<file path="src/rtl/jups_io_pkg.sv">
// rtl/jups_io_pkg.sv - shared types and widths for the switch input unit
package jups_io_pkg;

   localparam int JUPS_IO_DATA_W = 16;

   typedef enum logic [1:0] {
      IDLE         = 2'd0,
      WAIT_RELEASE = 2'd1,
      WAIT_PRESS   = 2'd2,
      DONE         = 2'd3
   } sw_in_state_e;

endpackage

</file>
<file path="src/rtl/switch_input_debounce.sv">
// rtl/switch_input_debounce.sv - button synchroniser and debouncer with press pulse
module switch_input_debounce #(
   parameter int DEBOUNCE_CYCLES = 50000
) (
   input  logic Clock,
   input  logic n_reset,
   input  logic button_n,
   output logic btn_stable,
   output logic press
);

   localparam int CNT_W = (DEBOUNCE_CYCLES > 2) ? $clog2(DEBOUNCE_CYCLES) : 1;
   localparam logic [CNT_W-1:0] CNT_LAST = CNT_W'(DEBOUNCE_CYCLES - 1);

   logic             btn_meta;
   logic             btn_sync;
   logic [CNT_W-1:0] cnt;

   // Two-flop synchroniser; resets to the released level so no false press at start-up.
   always_ff @(posedge Clock or negedge n_reset) begin
      if (!n_reset) begin
         btn_meta <= 1'b1;
         btn_sync <= 1'b1;
      end else begin
         btn_meta <= button_n;
         btn_sync <= btn_meta;
      end
   end

   // Accept a new level only after it has differed from the stable level for DEBOUNCE_CYCLES cycles;
   // press pulses in the same cycle btn_stable falls to 0.
   always_ff @(posedge Clock or negedge n_reset) begin
      if (!n_reset) begin
         btn_stable <= 1'b1;
         cnt        <= '0;
         press      <= 1'b0;
      end else begin
         press <= 1'b0;
         if (btn_sync == btn_stable) begin
            cnt <= '0;
         end else if (cnt == CNT_LAST) begin
            btn_stable <= btn_sync;
            cnt        <= '0;
            press      <= ~btn_sync;
         end else begin
            cnt <= cnt + 1'b1;
         end
      end
   end

endmodule

</file>
<file path="src/rtl/switch_input_unit.sv">
// rtl/switch_input_unit.sv - handshaked IN capture of switches on debounced press (option SWITCH_INPUT_TIMEOUT_EN)
module switch_input_unit
   import jups_io_pkg::*;
#(
   parameter int DATA_W          = JUPS_IO_DATA_W,
   parameter int DEBOUNCE_CYCLES = 50000,
   parameter int TIMEOUT_CYCLES  = 2**24
) (
   input  logic              Clock,
   input  logic              n_reset,
   input  logic              button_n,
   input  logic [DATA_W-1:0] switches,
   input  logic              in_req,
   output logic              halt_req,
   output logic              in_valid,
   output logic [DATA_W-1:0] in_data,
   output logic              timed_out
);

   sw_in_state_e      state;
   logic [DATA_W-1:0] sw_meta;
   logic [DATA_W-1:0] sw_sync;
   logic              btn_stable;
   logic              press;
   logic              wait_expired;

   switch_input_debounce #(
      .DEBOUNCE_CYCLES(DEBOUNCE_CYCLES)
   ) u_debounce (
      .Clock     (Clock),
      .n_reset   (n_reset),
      .button_n  (button_n),
      .btn_stable(btn_stable),
      .press     (press)
   );

   // Two-flop synchroniser for the slide switches; only sw_sync is ever captured.
   always_ff @(posedge Clock or negedge n_reset) begin
      if (!n_reset) begin
         sw_meta <= '0;
         sw_sync <= '0;
      end else begin
         sw_meta <= switches;
         sw_sync <= sw_meta;
      end
   end

`ifdef SWITCH_INPUT_TIMEOUT_EN
   localparam int WAIT_W = (TIMEOUT_CYCLES > 2) ? $clog2(TIMEOUT_CYCLES) : 1;
   localparam logic [WAIT_W-1:0] WAIT_LAST = WAIT_W'(TIMEOUT_CYCLES - 1);

   logic [WAIT_W-1:0] wait_cnt;

   assign wait_expired = (wait_cnt == WAIT_LAST);

   // Wait counter: held clear while idle, counts every cycle spent waiting for the press.
   always_ff @(posedge Clock or negedge n_reset) begin
      if (!n_reset) begin
         wait_cnt <= '0;
      end else if (state == WAIT_RELEASE || state == WAIT_PRESS) begin
         wait_cnt <= wait_cnt + 1'b1;
      end else begin
         wait_cnt <= '0;
      end
   end
`else
   assign wait_expired = 1'b0;
   // Timeout compiled out: constant 0, parameter kept so both builds share one interface.
   assign timed_out    = 1'b0 & (TIMEOUT_CYCLES > 0);
`endif

   // IN handshake FSM with registered outputs; abort (in_req low) takes priority over press and timeout.
   always_ff @(posedge Clock or negedge n_reset) begin
      if (!n_reset) begin
         state    <= IDLE;
         halt_req <= 1'b0;
         in_valid <= 1'b0;
         in_data  <= '0;
`ifdef SWITCH_INPUT_TIMEOUT_EN
         timed_out <= 1'b0;
`endif
      end else begin
         case (state)
            IDLE: begin
               if (in_req) begin
                  state    <= btn_stable ? WAIT_PRESS : WAIT_RELEASE;
                  halt_req <= 1'b1;
                  in_valid <= 1'b0;
`ifdef SWITCH_INPUT_TIMEOUT_EN
                  timed_out <= 1'b0;
`endif
               end
            end
            WAIT_RELEASE, WAIT_PRESS: begin
               if (!in_req) begin
                  state    <= IDLE;
                  halt_req <= 1'b0;
               end else if (state == WAIT_PRESS && press) begin
                  in_data  <= sw_sync;
                  in_valid <= 1'b1;
                  halt_req <= 1'b0;
                  state    <= DONE;
               end else if (wait_expired) begin
                  in_data  <= sw_sync;
                  in_valid <= 1'b1;
                  halt_req <= 1'b0;
                  state    <= DONE;
`ifdef SWITCH_INPUT_TIMEOUT_EN
                  timed_out <= 1'b1;
`endif
               end else if (state == WAIT_RELEASE && btn_stable) begin
                  state <= WAIT_PRESS;
               end
            end
            DONE: begin
               if (!in_req) begin
                  state    <= IDLE;
                  in_valid <= 1'b0;
               end
            end
            default: state <= IDLE;
         endcase
      end
   end

endmodule
</file>
<file path="config.mk">
export PLATFORM = sky130hd
export DESIGN_NAME = switch_input_unit
export DESIGN_NICKNAME = d
export VERILOG_FILES = /design/src/rtl/jups_io_pkg.sv /design/src/rtl/switch_input_debounce.sv /design/src/rtl/switch_input_unit.sv
export SDC_FILE = /design/constraint.sdc
export NUM_CORES = 1
export LEC_CHECK = 0
export ABC_AREA = 1
export ABC_CLOCK_PERIOD_IN_PS = 4400
export BUFFER_PORTS_ARGS = -buffer_cell sky130_fd_sc_hd__clkbuf_2
export CAP_MARGIN = 20
export CORE_MARGIN = 2
export CORE_UTILIZATION = 40
export CTS_CLUSTER_DIAMETER = 50
export DETAILED_ROUTE_END_ITERATION = 6
export PLACE_DENSITY_LB_ADDON = 0.2
export SYNTH_ARGS = -nofsm -noshare
export SYNTH_HDL_FRONTEND = slang
export SYNTH_HIERARCHICAL = 1
export SYNTH_SLANG_ARGS = --single-unit
</file>
<file path="constraint.sdc">
create_clock -name Clock -period 4.4 [get_ports Clock]
set_input_delay 0.44 -clock Clock [delete_from_list [all_inputs] [get_ports Clock]]
set_output_delay 0.44 -clock Clock [all_outputs]
set_load 0.05 [all_outputs]
</file>
; Word level (Yosys, flattened, before mapping)
; Cells that the tools add are included.
[totals]
ff_bits = 72
out_inout_bits = 19
input_bits = 20
[op_classes]
n_reduce_logical = 10
add_sub_neg = 1
bitwise_logic = 2
mux = 20
eq_ne = 11
[op_table]
columns = cell, count
row1 = $mux W16, 2
row2 = $add A16 B1 Y16 const B, 1
row3 = $eq A16 B16 Y1 const B, 1
row4 = $mux W2, 6
row5 = $mux W1, 9
row6 = $reduce_and A3 Y1, 3
row7 = $ne A2 B2 Y1 const B, 4
row8 = $pmux W2 S3, 1
row9 = $eq A2 B2 Y1 const B, 2
row10 = $ne A4 B4 Y1 const B, 1
row11 = $reduce_and A4 Y1, 1
row12 = $ne A3 B3 Y1 const B, 1
row13 = $pmux W1 S3, 1
row14 = $eq A2 B1 Y1 const B, 1
row15 = $logic_and A1 B1 Y1, 2
row16 = $logic_not A2 Y1, 1
row17 = $not A1 Y1, 2
row18 = $pmux W1 S2, 1
row19 = $reduce_and A2 Y1, 1
row20 = $reduce_bool A2 Y1, 1
row21 = $reduce_or A2 Y1, 1
row22 = $eq A1 B1 Y1, 1

; Logic depth before layout (Yosys ltp)
[logic_depth]
depth_word = 6
depth_mapped = 9
depth_no_buf = 9

; Hierarchy
; Netlist, hierarchy kept.
[by_module_without_submodules]
columns = module, area_each_um2, cells_each, seq_area_each_um2, instances
row1 = switch_input_unit, 1795.5, 148, 1301.2, 1
row2 = switch_input_debounce, 1073.5, 134, 504.2, 1

; Least setup slack after synthesis
; OpenSTA, ideal clock, no wires.
[synth_path]
kind = reg2reg
from = register state[0]
to = register in_data[5]
period_less_slack_ns = 1.378
arrival_time_ns = 1.255
n_path_buf = 1
slack_ns = 3.022
required_time_ns = 4.277
path_stages_with_launch = 7
setup_ns = 0.123
path_cell_list = dfrtp_1 -> inv_1 -> ha_1 -> nand2_4 -> buf_6 -> o21ai_0 -> nand2_1
[synth_between]
elab_chain_len = 3
elab_cells_between_ends = 5
cone_classes = 2 x eq/ne / 3 x reduce/logical
[synth_rtl]
columns = item, line
row1 = "start, declared", switch_input_unit.sv:20  ; sw_in_state_e state;
row2 = "start signal, assigned", switch_input_unit.sv:86  ; state <= btn_stable ? WAIT_PRESS : WAIT_RELEASE;
row3 = $eq A2 B2 Y1 or $eq A2 B1 Y1 (tied branches), "switch_input_unit.sv:83, switch_input_unit.sv:98"
row4 = $reduce_or A2 Y1 or $logic_and A1 B1 Y1 (tied branches), "switch_input_unit.sv:83, switch_input_unit.sv:98"
row5 = $reduce_and A3 Y1 (no source line) (*), --
row6 = "end signal, assigned", switch_input_unit.sv:99  ; in_data <= sw_sync;
row7 = "end signal, assigned", switch_input_unit.sv:104  ; in_data <= sw_sync;
row8 = "end, declared", switch_input_unit.sv:16  ; output logic [DATA_W-1:0] in_data,
; Mark *: on every way between the ends. The rest lies on a longest branch, timed or not.
; A chain may end at the register's enable or synchronous reset.

; Worst setup path after layout
[layout_path]
from = register state[0]
to = register state[0]
[layout_between]
elab_chain_len = 5
elab_cells_between_ends = 14
cone_classes = 6 x eq/ne / 3 x mux / 5 x reduce/logical
[layout_rtl]
columns = item, line
row1 = $eq A2 B2 Y1, "switch_input_unit.sv:83, switch_input_unit.sv:98"
row2 = $logic_and A1 B1 Y1, switch_input_unit.sv:98  ; end else if (state == WAIT_PRESS && press) begin
row3 = $mux W2, switch_input_unit.sv:98
row4 = $mux W2, switch_input_unit.sv:95  ; if (!in_req) begin
row5 = $pmux W2 S3, switch_input_unit.sv:83  ; case (state)
; Parallel ways exist; a longest one is shown, timed or not.

==> flow_metrics.env <==
export IMPL_tightestPinTransition_ns=0.873
export IMPL_fillers=632
export IMPL_areaGrowthSynthToFinish_pct=18.3
export IMPL_die_area_mm2=0.00787
export IMPL_design_area_mm2=0.00339
export IMPL_synth_cells=282
export IMPL_setup_viol=0
export IMPL_core_mm2=0.00687
export IMPL_num_antenna_cells=0
export IMPL_reg2reg_to="state[0]"
export IMPL_peakVddDrop_v=0.000240
export IMPL_p_leak_nw=1.77
export IMPL_drc=0
export IMPL_syn_area_mm2=0.00287
export IMPL_wl_um=5150
export IMPL_ys_warn_count=6
export IMPL_port_buffers=37
export IMPL_cts_tree="done"
export IMPL_firstDrtPassIters=4
export IMPL_rsz0062_at_grt="no"
export IMPL_placed_area_mm2=0.00314
export IMPL_arrival_ns=1.98
export IMPL_clockBufferDepth=2
export IMPL_fmax_mhz=590
export IMPL_syn_area_per_cell_um2=10.2
export IMPL_period_share=0.385
export IMPL_hold_viol=0
export IMPL_root_buffer="clkbuf_8"
export IMPL_finalCriticalPeriod_ns=1.69
export IMPL_postLayoutSetupSlackWorst_ns=2.71
export IMPL_gp_congestion=0.904
export IMPL_start_util=0.418
export IMPL_reg2reg_from="state[0]"
export IMPL_post_cts_setup_buffers=0
export IMPL_reg2reg_slack_ns=2.71
export IMPL_cts_resized=0
export IMPL_dp_hpwl_um=3460
export IMPL_insertion_delay_ns=0.35
export IMPL_clkTransAtPathRegs_ns=0.08
export IMPL_layout_drive_gt1_share=0.214
export IMPL_via_per_inst=4.49
export IMPL_postCtsHoldBufs=0
export IMPL_maxSlewHeadroom=0.418
export IMPL_grt_overflow=0
export IMPL_start_kind="register"
export IMPL_die_width_um=88.7
export IMPL_cts_buffers=9
export IMPL_grt_pass1_vias=1974
export IMPL_powerDensity_mw_per_mm2=460
export IMPL_whs_ns=0.178
export IMPL_top_level_ports=39
export IMPL_routedWlPerCell_um=12.0
export IMPL_holdCritPathClass="primary input to register"
export IMPL_grt_max_degree=73
export IMPL_ys_types=33
export IMPL_ant_nets=0
export IMPL_nNetsFinal=353
export IMPL_async_flop_share=1.00
export IMPL_route_vias_total=1920
export IMPL_fin_setup_tns_ns=0
export IMPL_reg2reg_depth=8
export IMPL_crit_type="register to register"
export IMPL_endpoint_kind="register"
export IMPL_synth_edf_count=0
export IMPL_cts_sinks=72
export IMPL_cp_startpoint="state[0]"
export IMPL_drv_slew=0
export IMPL_drv_cap=0
export IMPL_ys_flop_type="dfrtp_1"
export IMPL_die_y_um=88.7
export IMPL_status="finished clean"
export IMPL_seq_area_frac_synth=0.629
export IMPL_drtIter0Drc=84
export IMPL_required_ns=4.69
export IMPL_cts_htree_levels=3
export IMPL_path_max_fanout=18
export IMPL_fin_skew_ns=0.00776
export IMPL_antenna_found_initial=0
export IMPL_synth_fp_nets=308
export IMPL_post_place_ws_ns=2.72
export IMPL_setup_worst_path_end="state[0]"
export IMPL_fp_row_count=30
export IMPL_globalRouteTotalUtil=0.151
export IMPL_grt_pass1_wl_um=8860
export IMPL_synth_seq_cells=72
## cell usage in the layout, fill, tap and decap left out, types with 2 or more instances in the layout
master / netlist / final
clkbuf_2: 0 / 36
nand4_1: 3 / 3
nand2_2: 3 / 3
a31oi_1: 2 / 2
clkinvlp_4: 0 / 2
nor2_2: 2 / 2
nor2_1: 31 / 31
xor2_1: 4 / 4
xnor2_1: 2 / 2
nand3_1: 13 / 13
a21oi_1: 2 / 2
o21ai_0: 16 / 16
dfrtp_1: 69 / 69
o21ai_1: 8 / 8
nand2_1: 77 / 77
nand2_4: 2 / 2
inv_1: 23 / 23
dfstp_2: 3 / 3
clkbuf_8: 0 / 10
ha_1: 6 / 6
bufinv_16: 0 / 3
## layer usage
layer  track usage  part of all wire  wire length [µm]  vias up
met2         0.239              0.47              2420       37
li1              -                 -                 -      971
met4        0.0689             0.019                98        0
met5             0                 0                 0        -
met1         0.181              0.47              2400      902
met3        0.0606             0.045               231       10
## metrics by stage
stage / utilization / std cells / power [mW]
2_1_floorplan: - / 282 / 0.878
3_3_place_gp: 0.458 / 412 / 0.929
3_5_place_dp: 0.458 / 412 / 0.934
4_1_cts: 0.494 / 428 / 1.58
5_1_grt: 0.494 / 428 / 1.64
6_report: 0.494 / 428 / 1.56
## sequential cells by signal, summed over array words and instances, names as in the netlist
signal,flops
in_data,16
sw_meta,16
sw_sync,16
u_debounce/cnt,16
state,2
halt_req,1
in_valid,1
u_debounce/btn_meta,1
u_debounce/btn_stable,1
u_debounce/btn_sync,1
u_debounce/press,1
## report_power, final
| part | total (mW) | switching (mW) | leakage, nW | internal (mW) |
|---|---|---|---|---|
| Sequential | 0.714 | 0.0180 | 0.912 | 0.696 |
| Clock | 0.641 | 0.247 | 0.119 | 0.394 |
| Combinational | 0.206 | 0.146 | 0.740 | 0.0592 |
| Total | 1.56 | 0.411 | 1.77 | 1.15 |
## kinds of logic after synthesis
kind of cell / after synthesis / synth area share
other: 1 / 0.00131
xor gates and xnor gates: 7 / 0.0240
adders and majority gates: 6 / 0.0262
buffers and inverters: 28 / 0.0449
and+or+nand+nor: 139 / 0.222
AOI/OAI and AO/OA: 29 / 0.0523
DFF: 72 / 0.629
## synth_stat cells, types with 2 or more instances
master / n / share of area
ha_1: 6 / 0.026
o21ai_1: 8 / 0.014
nand2_4: 2 / 0.0078
nand2_2: 3 / 0.0065
nand2_1: 77 / 0.10
a21oi_1: 2 / 0.0035
xor2_1: 4 / 0.012
xnor2_1: 2 / 0.0061
nand3_1: 13 / 0.023
dfstp_2: 3 / 0.027
nor2_1: 31 / 0.041
inv_1: 23 / 0.030
nand4_1: 3 / 0.0065
dfrtp_1: 69 / 0.60
o21ai_0: 16 / 0.028
nor2_2: 2 / 0.0044
a31oi_1: 2 / 0.0044
## layout make-up
type,instances,area [µm²],share of cell area
clock buffers,10,138,0.0405
inverters,24,90.1,0.0265
multi-input cells,182,935,0.275
clock inverters,6,114,0.0335
flip-flops and latches,72,1810,0.532
repair buffers,38,193,0.0568
well taps,96,120,0.0354
## worst max-delay path, cell delays in order (launching register included)
cell	delay (ns)
dfrtp_1	0.40
inv_1	0.10
ha_1	0.42
nand2_4	0.19
nor2_8	0.26
nand2_1	0.08
nand2_1	0.07
nand3_1	0.06
nand2_1	0.06
## worst min path at each step
| stage | start | end | slack [ns] | cells after the start |
|---|---|---|---|---|
| floorplan | n_reset | halt_req | 0.14 | 0 |
| global placement | sw_meta[12] | sw_sync[12] | 0.33 | 0 |
| detailed placement | sw_meta[14] | sw_sync[14] | 0.34 | 0 |
| CTS | button_n | u_debounce/btn_meta | 0.15 | 1 |
| global route | button_n | u_debounce/btn_meta | 0.16 | 1 |
| finish | button_n | u_debounce/btn_meta | 0.18 | 1 |
(Power assumes the default switching activity.)
